==> config.mk <==
export PLATFORM = sky130hd
export DESIGN_NAME = router_pkt_framer_flat
export DESIGN_NICKNAME = d
export VERILOG_FILES = /design/src/rtl/router_pkg.sv /design/src/rtl/router_pkt_framer_if.sv /design/src/rtl/router_pl_buf.sv /design/src/rtl/router_pkt_framer.sv /design/src/flat_wrapper.sv
export SDC_FILE = /design/constraint.sdc
export NUM_CORES = 1
export LEC_CHECK = 0
export CORE_MARGIN = 4
export CORE_UTILIZATION = 45
export CTS_CLUSTER_SIZE = 10
export DETAILED_ROUTE_END_ITERATION = 16
export GPL_TIMING_DRIVEN = 1
export PLACE_DENSITY = 0.72
export SYNTH_ARGS = -nofsm -noshare
export SYNTH_HDL_FRONTEND = slang
export SYNTH_HIERARCHICAL = 1
export SYNTH_SLANG_ARGS = --single-unit
==> constraint.sdc <==
create_clock -name clk -period 6.85 [get_ports clk]
set_input_delay 1.7125 -clock clk [delete_from_list [all_inputs] [get_ports clk]]
set_output_delay 1.7125 -clock clk [all_outputs]
set_load 0.01 [all_outputs]
==> src/rtl/router_pkg.sv <==
// Constants shared by the router ingress framer, the router FSM and the synchronizer:
// state encodings, header field layout and port addressing.
package router_pkg;

  localparam logic [2:0] ST_IDLE    = 3'd0;
  localparam logic [2:0] ST_LOAD    = 3'd1;
  localparam logic [2:0] ST_HEADER  = 3'd2;
  localparam logic [2:0] ST_PAYLOAD = 3'd3;
  localparam logic [2:0] ST_PARITY  = 3'd4;
  localparam logic [2:0] ST_GAP     = 3'd5;

  localparam int HDR_LEN_MSB = 7;
  localparam int HDR_LEN_LSB = 2;
  localparam int ADDR_W      = 2;
  localparam int LEN_W       = HDR_LEN_MSB - HDR_LEN_LSB + 1;

  localparam logic [ADDR_W-1:0] ADDR_INVALID = 2'b11;
  localparam int                MAX_PORT     = 2;

  typedef struct packed {
    logic [LEN_W-1:0]  len;
    logic [ADDR_W-1:0] addr;
  } pkt_hdr_t;

  function automatic logic [7:0] mk_header(input logic [LEN_W-1:0] len,
                                           input logic [ADDR_W-1:0] addr);
    pkt_hdr_t h;
    h.len  = len;
    h.addr = addr;
    return h;
  endfunction

endpackage

==> src/rtl/router_pkt_framer_if.sv <==
// Host command/payload and router-facing signals of the packet framer.
// The framer uses the slave modport; the host/router environment uses master.
interface router_pkt_framer_if;
  import router_pkg::*;

  logic              cmd_valid;
  logic              cmd_ready;
  logic [ADDR_W-1:0] cmd_addr;
  logic [LEN_W-1:0]  cmd_len;
  logic              cmd_err;
  logic              pl_valid;
  logic [7:0]        pl_data;
  logic              pl_ready;
  logic              busy;
  logic              error;
  logic              pkt_valid;
  logic [7:0]        pkt_data;
  logic              done;
  logic              pkt_err;
  logic [7:0]        err_cnt;

  modport slave (
    input  cmd_valid, cmd_addr, cmd_len, pl_valid, pl_data, busy, error,
    output cmd_ready, cmd_err, pl_ready, pkt_valid, pkt_data, done, pkt_err, err_cnt
  );

  modport master (
    output cmd_valid, cmd_addr, cmd_len, pl_valid, pl_data, busy, error,
    input  cmd_ready, cmd_err, pl_ready, pkt_valid, pkt_data, done, pkt_err, err_cnt
  );

endinterface

==> src/rtl/router_pl_buf.sv <==
// Payload byte store: synchronous write, combinational read, no reset on the array.
module router_pl_buf #(
  parameter int DEPTH = 63,
  parameter int AW    = 6
) (
  input  logic          clk,
  input  logic          we,
  input  logic [AW-1:0] waddr,
  input  logic [7:0]    wdata,
  input  logic [AW-1:0] raddr,
  output logic [7:0]    rdata
);
  localparam logic [AW-1:0] LAST = AW'(DEPTH - 1);

  logic [7:0] mem [DEPTH];

  always_ff @(posedge clk) begin
    if (we && waddr <= LAST) mem[waddr] <= wdata;
  end

  assign rdata = (raddr <= LAST) ? mem[raddr] : 8'h00;

endmodule

==> src/rtl/router_pkt_framer.sv <==
// Buffers a whole payload, then emits header, payload and parity to the router,
// honouring router busy and counting router-reported parity errors in the gap window.
module router_pkt_framer
  import router_pkg::*;
#(
  parameter int MAX_LEN    = 63,
  parameter int GAP_CYCLES = 3
) (
  input  logic                clk,
  input  logic                rstn,
  router_pkt_framer_if.slave  bus
);
  localparam int               GW       = (GAP_CYCLES > 1) ? $clog2(GAP_CYCLES) : 1;
  localparam logic [GW-1:0]    GAP_LAST = GW'(GAP_CYCLES - 1);
  localparam logic [LEN_W-1:0] LEN_MAX  = LEN_W'(MAX_LEN);

  logic [2:0]        state_q,     state_d;
  logic [LEN_W-1:0]  idx_q,       idx_d;
  logic [LEN_W-1:0]  len_q,       len_d;
  logic [ADDR_W-1:0] addr_q,      addr_d;
  logic [7:0]        parity_q,    parity_d;
  logic [GW-1:0]     gap_q,       gap_d;
  logic              gap_err_q,   gap_err_d;
  logic              cmd_ready_q, cmd_ready_d;
  logic              cmd_err_q,   cmd_err_d;
  logic              pl_ready_q,  pl_ready_d;
  logic              pkt_valid_q, pkt_valid_d;
  logic [7:0]        pkt_data_q,  pkt_data_d;
  logic              done_q,      done_d;
  logic              pkt_err_q,   pkt_err_d;
  logic [7:0]        err_cnt_q,   err_cnt_d;

  logic              buf_we;
  logic [LEN_W-1:0]  buf_raddr;
  logic [7:0]        buf_rdata;
  logic              cmd_bad;
  logic              err_seen;

  // Read port always looks one byte ahead of what is currently on pkt_data.
  assign buf_raddr = (state_q == ST_HEADER) ? '0 : idx_q + 1'b1;
  assign cmd_bad   = (bus.cmd_len == '0) || (bus.cmd_len > LEN_MAX) ||
                     (bus.cmd_addr == ADDR_INVALID);
  assign err_seen  = gap_err_q | bus.error;

  router_pl_buf #(.DEPTH(MAX_LEN), .AW(LEN_W)) u_buf (
    .clk   (clk),
    .we    (buf_we),
    .waddr (idx_q),
    .wdata (bus.pl_data),
    .raddr (buf_raddr),
    .rdata (buf_rdata)
  );

  always_comb begin
    state_d     = state_q;
    idx_d       = idx_q;
    len_d       = len_q;
    addr_d      = addr_q;
    parity_d    = parity_q;
    gap_d       = gap_q;
    gap_err_d   = gap_err_q;
    cmd_ready_d = cmd_ready_q;
    cmd_err_d   = 1'b0;
    pl_ready_d  = pl_ready_q;
    pkt_valid_d = pkt_valid_q;
    pkt_data_d  = pkt_data_q;
    done_d      = 1'b0;
    pkt_err_d   = 1'b0;
    err_cnt_d   = err_cnt_q;
    buf_we      = 1'b0;

    case (state_q)
      ST_IDLE: begin
        cmd_ready_d = 1'b1;
        if (bus.cmd_valid && cmd_ready_q) begin
          if (cmd_bad) begin
            cmd_err_d = 1'b1;
          end else begin
            addr_d      = bus.cmd_addr;
            len_d       = bus.cmd_len;
            parity_d    = mk_header(bus.cmd_len, bus.cmd_addr);
            idx_d       = '0;
            cmd_ready_d = 1'b0;
            pl_ready_d  = 1'b1;
            state_d     = ST_LOAD;
          end
        end
      end
      ST_LOAD: begin
        if (bus.pl_valid && pl_ready_q) begin
          buf_we   = 1'b1;
          parity_d = parity_q ^ bus.pl_data;
          idx_d    = idx_q + 1'b1;
          if (idx_q + 1'b1 == len_q) begin
            pl_ready_d  = 1'b0;
            idx_d       = '0;
            pkt_valid_d = 1'b1;
            pkt_data_d  = mk_header(len_q, addr_q);
            state_d     = ST_HEADER;
          end
        end
      end
      ST_HEADER: begin
        if (!bus.busy) begin
          pkt_data_d = buf_rdata;
          state_d    = ST_PAYLOAD;
        end
      end
      ST_PAYLOAD: begin
        if (!bus.busy) begin
          // Parity goes out with pkt_valid low right after the last payload byte.
          if (idx_q == len_q - 1'b1) begin
            pkt_valid_d = 1'b0;
            pkt_data_d  = parity_q;
            state_d     = ST_PARITY;
          end else begin
            idx_d      = idx_q + 1'b1;
            pkt_data_d = buf_rdata;
          end
        end
      end
      ST_PARITY: begin
        if (!bus.busy) begin
          pkt_data_d = 8'h00;
          gap_d      = '0;
          gap_err_d  = 1'b0;
          state_d    = ST_GAP;
        end
      end
      ST_GAP: begin
        gap_err_d = err_seen;
        gap_d     = gap_q + 1'b1;
        if (gap_q == GAP_LAST) begin
          done_d      = 1'b1;
          pkt_err_d   = err_seen;
          if (err_seen && err_cnt_q != 8'hFF) err_cnt_d = err_cnt_q + 8'd1;
          cmd_ready_d = 1'b1;
          state_d     = ST_IDLE;
        end
      end
      default: state_d = ST_IDLE;
    endcase
  end

  always_ff @(posedge clk or negedge rstn) begin
    if (!rstn) begin
      state_q     <= ST_IDLE;
      idx_q       <= '0;
      len_q       <= '0;
      addr_q      <= '0;
      parity_q    <= '0;
      gap_q       <= '0;
      gap_err_q   <= 1'b0;
      cmd_ready_q <= 1'b0;
      cmd_err_q   <= 1'b0;
      pl_ready_q  <= 1'b0;
      pkt_valid_q <= 1'b0;
      pkt_data_q  <= '0;
      done_q      <= 1'b0;
      pkt_err_q   <= 1'b0;
      err_cnt_q   <= '0;
    end else begin
      state_q     <= state_d;
      idx_q       <= idx_d;
      len_q       <= len_d;
      addr_q      <= addr_d;
      parity_q    <= parity_d;
      gap_q       <= gap_d;
      gap_err_q   <= gap_err_d;
      cmd_ready_q <= cmd_ready_d;
      cmd_err_q   <= cmd_err_d;
      pl_ready_q  <= pl_ready_d;
      pkt_valid_q <= pkt_valid_d;
      pkt_data_q  <= pkt_data_d;
      done_q      <= done_d;
      pkt_err_q   <= pkt_err_d;
      err_cnt_q   <= err_cnt_d;
    end
  end

  assign bus.cmd_ready = cmd_ready_q;
  assign bus.cmd_err   = cmd_err_q;
  assign bus.pl_ready  = pl_ready_q;
  assign bus.pkt_valid = pkt_valid_q;
  assign bus.pkt_data  = pkt_data_q;
  assign bus.done      = done_q;
  assign bus.pkt_err   = pkt_err_q;
  assign bus.err_cnt   = err_cnt_q;

endmodule

==> src/flat_wrapper.sv <==
// flat-port wrapper written by rule: the top's interface ports become plain ports
module router_pkt_framer_flat import router_pkg::*;
#(
  parameter int MAX_LEN    = 63,
  parameter int GAP_CYCLES = 3
)
  (clk, rstn, bus_cmd_valid, bus_cmd_addr, bus_cmd_len, bus_pl_valid, bus_pl_data, bus_busy, bus_error, bus_cmd_ready, bus_cmd_err, bus_pl_ready, bus_pkt_valid, bus_pkt_data, bus_done, bus_pkt_err, bus_err_cnt);
  router_pkt_framer_if bus_i ();
  input  logic clk;
  input  logic rstn;
  input wire logic [$bits(bus_i.cmd_valid)-1:0] bus_cmd_valid;
  input wire logic [$bits(bus_i.cmd_addr)-1:0] bus_cmd_addr;
  input wire logic [$bits(bus_i.cmd_len)-1:0] bus_cmd_len;
  input wire logic [$bits(bus_i.pl_valid)-1:0] bus_pl_valid;
  input wire logic [$bits(bus_i.pl_data)-1:0] bus_pl_data;
  input wire logic [$bits(bus_i.busy)-1:0] bus_busy;
  input wire logic [$bits(bus_i.error)-1:0] bus_error;
  output wire logic [$bits(bus_i.cmd_ready)-1:0] bus_cmd_ready;
  output wire logic [$bits(bus_i.cmd_err)-1:0] bus_cmd_err;
  output wire logic [$bits(bus_i.pl_ready)-1:0] bus_pl_ready;
  output wire logic [$bits(bus_i.pkt_valid)-1:0] bus_pkt_valid;
  output wire logic [$bits(bus_i.pkt_data)-1:0] bus_pkt_data;
  output wire logic [$bits(bus_i.done)-1:0] bus_done;
  output wire logic [$bits(bus_i.pkt_err)-1:0] bus_pkt_err;
  output wire logic [$bits(bus_i.err_cnt)-1:0] bus_err_cnt;
  assign bus_i.cmd_valid = bus_cmd_valid;
  assign bus_i.cmd_addr = bus_cmd_addr;
  assign bus_i.cmd_len = bus_cmd_len;
  assign bus_i.pl_valid = bus_pl_valid;
  assign bus_i.pl_data = bus_pl_data;
  assign bus_i.busy = bus_busy;
  assign bus_i.error = bus_error;
  assign bus_cmd_ready = bus_i.cmd_ready;
  assign bus_cmd_err = bus_i.cmd_err;
  assign bus_pl_ready = bus_i.pl_ready;
  assign bus_pkt_valid = bus_i.pkt_valid;
  assign bus_pkt_data = bus_i.pkt_data;
  assign bus_done = bus_i.done;
  assign bus_pkt_err = bus_i.pkt_err;
  assign bus_err_cnt = bus_i.err_cnt;
  router_pkt_framer #(.MAX_LEN(MAX_LEN), .GAP_CYCLES(GAP_CYCLES)) u_core (.clk(clk), .rstn(rstn), .bus(bus_i));
endmodule
==> run metrics <==
Max Buffers Root-to-Sink 3; CP Launch Point u_core/state_q[2]; post-route minimum period 4.89 ns; R2R depth 11; Die Height 233 microns; met3 global-route usage 0.0406; grt met2 use 0.301; hold_buf cts 0; post_cts resized 0; RR Endpoint u_core/bus.pkt_data[1]; die width 233 microns; via count 12600; post-place setup slack 2.04 ns; Final #Nets 1378; Initial Util 0.455; clk slew on worst S/H paths 0.05 ns; Top Usage Layer GRT met2; FF-to-FF Start u_core/state_q[2]; CTS sink cnt 554; worst path bufs/invs 1; Post-synth EDFFs 504; critical path class reg -> reg; met1 Usage GRT 0.274; layout cells sized above 1 0.167; FF+latch count, synth 554; most frequent cell after synthesis edfxtp_1; min-delay worst type reg -> reg; placed cell area 23700 sq um; antenna cell count 0; max cap viols 0; setup violators final 0; CTS H-tree depth 3; I/O Buffers 43; worst rel slew slack 0.343; CP dominant cell by count o31ai_1; Worst EP required 7.28 ns; Layout area overhead 12.3%; CTS Buf Count 66; setup repair bufs after CTS 0; Mean Syn Cell Area 17.6 sq um; cell breakdown of the critical path nand2b_1, nor2_1, nor2_4, buf_4, mux4_1, a22o_1, a2111oi_2, a211o_1, o31ai_1, nor3b_1, o31ai_1; post-synthesis cell area 22800 sq um; worst vdd ir 382 uV; Post-synth top flop edfxtp_1; clock skew 0.0152 ns; Final ANT Viol Nets 0; CP max stage delay 0.77 ns; Worst path depth 11; CP max-delay cell nor2_4; root buffer cell clkbuf_16; Worst setup SP type flip-flop; antenna violations before repair 0; dominant cell type by area after synthesis edfxtp_1; worst reg-to-reg setup slack 1.96 ns; Setup crit end kind flip-flop; Worst-Skew Late Latency 0.56 ns; GPL Wtd Cong 0.907; largest cells by area after synthesis edfxtp_1, mux4_2, dfrtp_1; DRC viols 0; gr usage total 0.193; crit path capture u_core/bus.pkt_data[1]; arrival time at the worst endpoint 5.32 ns; Rows 82; die area 54300 sq um; initial drt markers 1465; Cell variety after synth 84; Seq/Total Area, Yosys 0.720; WL/cell 25.6 microns; Syn Nets 1316; vias in the first global route 12400; Synth Warn # 6; post-route insts no fill 2041; Pwr per Cell Area 433 nW/um^2; critical path's top delay family simple AND/OR/NAND/NOR gates; leak pwr 8.37 nW; pin count of the biggest net entering global routing 66; 1st-pass router iterations 6; FFs w/ async S/R, synth 0.0903; fin crit share 0.713; status finished, final reports clean; Post-Route WL 52200 microns; Fin. Hold Viols 0; Vias per Instance 6.16; Hold Slack 0.495 ns; top post-synthesis cells by count edfxtp_1, nor2_1, mux4_2, nand2_1, dfrtp_1; Cells after Synth 1290; GR Overflow Total 0; Final Instance Area 25600 sq um; share of the synthesized area in the top cell type 0.665; unrepaired setup endpoints after global routing no; Setup Total Neg Slack 0 ns; DP Cell Count 1956; crit path max fanout 49; first-pass GRT wire length 79000 microns; Final Max Slew Viols 0; Final WS setup 1.96 ns; DP Wirelength 31500 microns; area of the core 50100 sq um; max frequency 205 MHz; IO Count 44; Worst-Margin Slew 0.982 ns; CTS tree yes
## metrics by stage
step	total power [mW]	util
floorplan	7.01	-
global placement	8.03	0.474
detailed placement	8.09	0.474
CTS	11.1	0.510
global route	11.5	0.510
finish	11.1	0.510
## where the power goes
group,switching (mW),total [mW],leakage [nW],internal (mW)
registers,0.187,4.05,5.15,3.86
logic,2.37,4.01,2.34,1.64
clock network,1.21,3.01,0.884,1.80
## cell usage in the layout (no fill, tap or decap), types with 6 or more instances in the layout
| master | synthesis | layout |
|---|---|---|
| mux2_2 | 19 | 19 |
| mux4_1 | 16 | 16 |
| xnor2_1 | 9 | 9 |
| o21ai_1 | 6 | 6 |
| o211ai_1 | 7 | 7 |
| inv_1 | 11 | 11 |
| xor2_1 | 9 | 9 |
| buf_4 | 4 | 18 |
| o221ai_1 | 10 | 10 |
| o21ai_0 | 18 | 18 |
| clkbuf_16 | 0 | 69 |
| nand3_1 | 25 | 25 |
| edfxtp_1 | 504 | 504 |
| nor3_1 | 16 | 16 |
| mux2i_1 | 47 | 47 |
| o31ai_1 | 9 | 9 |
| mux4_2 | 80 | 80 |
| nand2_1 | 66 | 66 |
| a21oi_1 | 37 | 36 |
| a211oi_1 | 12 | 12 |
| a22o_1 | 12 | 12 |
| dfrtp_1 | 50 | 50 |
| a22oi_1 | 13 | 13 |
| nor2b_1 | 7 | 6 |
| nand2b_1 | 15 | 15 |
| buf_2 | 25 | 9 |
| or3_1 | 7 | 7 |
| clkdlybuf4s50_1 | 0 | 34 |
| clkbuf_1 | 17 | 10 |
| nor2_1 | 102 | 98 |
| o22ai_1 | 9 | 9 |
## logic make-up after synthesis
kind of cell / synth area share
mux: 0.128
fa+ha+maj: 0.00220
xor+xnor: 0.00835
flops: 0.720
buf+inv: 0.0225
simple gates: 0.0579
compound gates: 0.0617
## worst min-delay path by stage
stage,startpoint,slack [ns],end,depth (start not counted)
3_3_place_gp,u_core/gap_q[1],0.47,u_core/gap_q[1],2
6_report,u_core/gap_q[0],0.49,u_core/gap_q[0],1
2_1_floorplan,u_core/gap_q[1],0.45,u_core/gap_q[1],2
4_1_cts,u_core/gap_q[0],0.50,u_core/gap_q[0],1
3_5_place_dp,u_core/gap_q[0],0.49,u_core/gap_q[0],1
5_1_grt,u_core/bus.err_cnt[7],0.53,u_core/bus.err_cnt[7],1
## registers in the layout (all words and copies together), names as in the netlist, 3 cells and up
name,count
u_core/parity_q,8
u_core/bus.err_cnt,8
u_core/bus.pkt_data,8
u_core/len_q,6
u_core/state_q,3
u_core/u_buf/mem,504
u_core/idx_q,6
## final cells by class
cell class	instances	area (sq um)
sequential	554	16400
multi-input combinational	653	5910
clock inverter	5	33.8
tap	672	841
timing repair buffer	63	561
clock buffer	80	1780
inverter	14	52.6
fill	4044	24500
## routing by layer
layer / up-vias / part of all wire
met3: 102 / 0.092
met4: 0 / 0.030
met2: 653 / 0.47
met1: 6515 / 0.40
met5: - / 0
li1: 5297 / -
(Power assumes the default switching activity.)
